==> src/rtl/shift_register.sv <==
// Universal shift register: parallel load, shift left, shift right, hold.
// Define SHIFT_REGISTER_SHIFT_OUT_EN to add the msb_out/lsb_out serial taps.
module shift_register #(
  parameter int width = 9
) (
  input  logic             clk,
  input  logic             reset,
  input  logic             load_enable,
  input  logic [width-1:0] data_in,
  input  logic             left_shift_enable,
  input  logic             left_shift_value,
  input  logic             right_shift_enable,
  input  logic             right_shift_value,
`ifdef SHIFT_REGISTER_SHIFT_OUT_EN
  output logic             msb_out,
  output logic             lsb_out,
`endif
  output logic [width-1:0] data_out
);

  localparam logic [1:0] SEL_HOLD  = 2'b00;
  localparam logic [1:0] SEL_LOAD  = 2'b01;
  localparam logic [1:0] SEL_RIGHT = 2'b10;
  localparam logic [1:0] SEL_LEFT  = 2'b11;

  logic [1:0]       sel;
  logic             stage_enable;
  logic [width-1:0] data_reg;
  logic [width-1:0] data_next;

  // The select encoding alone realises load > left > right priority.
  assign sel[1]       = ~load_enable & (left_shift_enable | right_shift_enable);
  assign sel[0]       = load_enable | left_shift_enable;
  assign stage_enable = load_enable | left_shift_enable | right_shift_enable;

  genvar gi;
  generate
    for (gi = 0; gi < width; gi++) begin : g_stage
      logic left_src;
      logic right_src;

      if (gi == 0) begin : g_lsb
        assign left_src = left_shift_value;
      end else begin : g_left
        assign left_src = data_reg[gi-1];
      end

      if (gi == width - 1) begin : g_msb
        assign right_src = right_shift_value;
      end else begin : g_right
        assign right_src = data_reg[gi+1];
      end

      always_comb begin
        data_next[gi] = data_reg[gi];
        case (sel)
          SEL_HOLD:  data_next[gi] = data_reg[gi];
          SEL_LOAD:  data_next[gi] = data_in[gi];
          SEL_RIGHT: data_next[gi] = right_src;
          SEL_LEFT:  data_next[gi] = left_src;
          default:   data_next[gi] = data_reg[gi];
        endcase
      end

      always_ff @(posedge clk) begin
        if (!reset) begin
          data_reg[gi] <= 1'b0;
        end else if (stage_enable) begin
          data_reg[gi] <= data_next[gi];
        end
      end
    end
  endgenerate

  assign data_out = data_reg;

`ifdef SHIFT_REGISTER_SHIFT_OUT_EN
  assign msb_out = data_reg[width-1];
  assign lsb_out = data_reg[0];
`endif

endmodule

==> config.mk <==
export PLATFORM = sky130hd
export DESIGN_NAME = shift_register
export DESIGN_NICKNAME = d
export VERILOG_FILES = /design/src/rtl/shift_register.sv
export SDC_FILE = /design/constraint.sdc
export NUM_CORES = 1
export LEC_CHECK = 0
export ABC_AREA = 0
export BUFFER_PORTS_ARGS = -buffer_cell sky130_fd_sc_hd__clkbuf_2
export CAP_MARGIN = 0
export CORE_MARGIN = 3
export CORE_UTILIZATION = 29
export DETAILED_ROUTE_END_ITERATION = 12
export PLACE_DENSITY = 0.54
export SYNTH_ARGS = -nofsm -noshare
export SYNTH_HDL_FRONTEND = slang
export SYNTH_SLANG_ARGS = --single-unit
export TNS_END_PERCENT = 1
==> constraint.sdc <==
create_clock -name clk -period 1.36 [get_ports clk]
set_clock_uncertainty 0.1 [all_clocks]
set_input_delay 0.272 -clock clk [delete_from_list [all_inputs] [get_ports clk]]
set_output_delay 0.272 -clock clk [all_outputs]
set_load 0.01 [all_outputs]
==> flow_metrics.tcl <==
set metrics [dict create \
    syn2layout_area_growth_pct 20.1 \
    ir_drop_mv 0.411 \
    path_max_fanout 4 \
    fin_util_pct 37.8 \
    sw_frac_of_total_pct 28.5 \
    power.switching_w 0.000184 \
    grt_pass1_vias 405 \
    seqPwrFrac_pct 47.5 \
    synth.net_count 70 \
    postSynthCellCount 54 \
    critPathRequiredTime_ns 0.99 \
    ys_ff_latch 9 \
    netlist_top_cells_area "dfxtp_1 (38%), o221ai_1 (16%), buf_4 (14%)" \
    grt_use_total_pct 11.8 \
    finalCriticalPeriod_ns 1.18 \
    slowest_delay_ns 0.39 \
    worst-slew-pin-transition_ns 0.402 \
    start_util_pct 31.4 \
    floorplan.die_area_um2 2180 \
    relSlewSlack_pct 73.0 \
    worstHoldStart "right_shift_enable" \
    p_per_area_nw_per_um2 1130 \
    maxSlewViolCount 0 \
    status "completed" \
    numPortBuffers 24 \
    cp-start-kind "register" \
    chipWidth_um 46.7 \
    path_cells "clkbuf_2" \
    gp_congestion 0.685 \
    rsz0062_at_grt "no" \
    finalSetupViolations 0 \
    grt_pass1_wl_mm 1.73 \
    antennaDiodeCount 0 \
    wl_per_cell_um 13.4 \
    core_area_um2 1520 \
    fin_cells 88 \
    yosysTopAreaCell "dfxtp_1" \
    cts_made_buffers 3 \
    p_leak_nw 0.256 \
    dr.pass1.iters 4 \
    clockBufferDepth 2 \
    r2r-start "g_stage[1].right_src" \
    synth.distinct_cells 13 \
    grt.overflow.total 0 \
    avgSynthCellArea_um2 8.87 \
    postRouteAntennaNets 0 \
    crit_type "register to output pin" \
    slowest_stage "dfxtp_1" \
    crit_start "g_stage[1].right_src" \
    p_clk_share_pct 32.8 \
    drt_iter0_drc 1 \
    place_inst 84 \
    synth_warnings 0 \
    routed-via-count 478 \
    max_cap_viol_count 0 \
    synth_top_area_share_pct 37.6 \
    cts.sinks 9 \
    power_frac_comb_pct 19.6 \
    die_h_um 46.7 \
    drive_above_1_share_pct 41.7 \
    ios 25 \
    ys_seq_area_share_pct 37.6 \
    hp-class "input port to register" \
    timing.setup.tns_ns 0 \
    route.detailed.drc 0 \
    cts_tree "done" \
    postCtsHoldBufs 0 \
    path_buf_inv 1 \
    clk_root_buffer_cell "clkbuf_4" \
    clk_latency_ns 0.26 \
    grt_max_degree 18 \
    p_int_w 0.000463 \
    critPathArrivalTime_ns 0.81 \
    cts_resized 0 \
    ctsHtreeMaxLevel 1 \
    cts_setup_buffers 0 \
    vias_per_cell 5.43 \
    nets 89 \
    rows 14 \
    cpLargestDelayFamily "flip-flops" \
    clkTransAtPathRegs_ns 0.07 \
    crit_path_end_kind "output pin" \
    antenna_found_initial 0 \
    fmax_mhz 847 \
    wl_mm 1.18 \
    fin_crit_sh_pct 86.8 \
    hold_violations 0 \
    syn-cell-area_um2 479 \
]
==> metrics by stage <==
stage / setup WS [ns] / hold WS, ns / total power (W) / instance area, um^2
6_report: 0.179 / 0.227 / 0.000648 / 576
5_1_grt: 0.124 / 0.217 / 0.000694 / 576
3_3_place_gp: -0.0239 / 0.452 / 0.000442 / 549
2_1_floorplan: 0.161 / 0.370 / 0.000412 / 479
4_1_cts: 0.177 / 0.221 / 0.000662 / 576
3_5_place_dp: -0.0359 / 0.457 / 0.000442 / 549
==> metal layers <==
metal	vias to the layer above	global-route usage (%)	wire, um
met5	-	0	0
met2	23	14.8	515
met1	209	15.9	545
met3	2	3.52	111
li1	244	-	-
met4	0	9.94	10
==> final timing paths <==
check / to / slack, ns / cells after the start
setup / recovery: data_out[2] / 0.18 / 1
hold / removal: g_stage[7].right_src / 0.23 / 3
setup reg to reg: g_stage[2].right_src / 0.54 / 2
hold reg to reg: g_stage[1].left_src / 0.46 / 2
==> sequential cells by signal, summed over array words and instances (netlist names) <==
| signal | count |
|---|---|
| g_stage.left_src | 1 |
| g_stage.right_src | 8 |
==> kinds of logic after synthesis <==
| kind of cell | Yosys count | synth area share [%] |
|---|---|---|
| AND/OR/NAND/NOR | 3 | 3.40 |
| AO/OA/AOI/OAI | 27 | 38.1 |
| flip-flops | 9 | 37.6 |
| buffers and inverters | 15 | 20.9 |
==> power groups by stage <==
stage	Sequential, W	Combinational [W]	Clock (W)
after floorplan	0.000308	0.000104	0
after global placement	0.000315	0.000128	0
after detailed placement	0.000314	0.000129	0
after CTS	0.000307	0.000129	0.000225
after global routing	0.000311	0.000143	0.000241
final	0.000308	0.000127	0.000213
==> cell type report <==
type,count,area [um^2]
clock buffer,4,26.3
fill,171,948
inverter,2,7.51
multi-input combinational,30,199
sequential,9,180
tap,16,20.0
timing repair buffer,27,143
==> cells in the mapped netlist <==
master	instances
a21oi_1	9
buf_2	2
buf_4	9
buf_6	1
clkbuf_1	1
clkinv_1	2
dfxtp_1	9
nand2b_1	1
nor2_1	1
o221ai_1	9
o22ai_1	8
o2bb2ai_1	1
or3_1	1
==> layout by cell type (no fill, tap or decap), drive strengths merged <==
cell     count
clkinv       2
a21oi        9
o221ai       9
buf          3
or3          1
nand2b       1
o2bb2ai      1
o22ai        8
dfxtp        9
clkbuf      28
nor2         1
No activity file was read; power rests on OpenSTA's default activity.
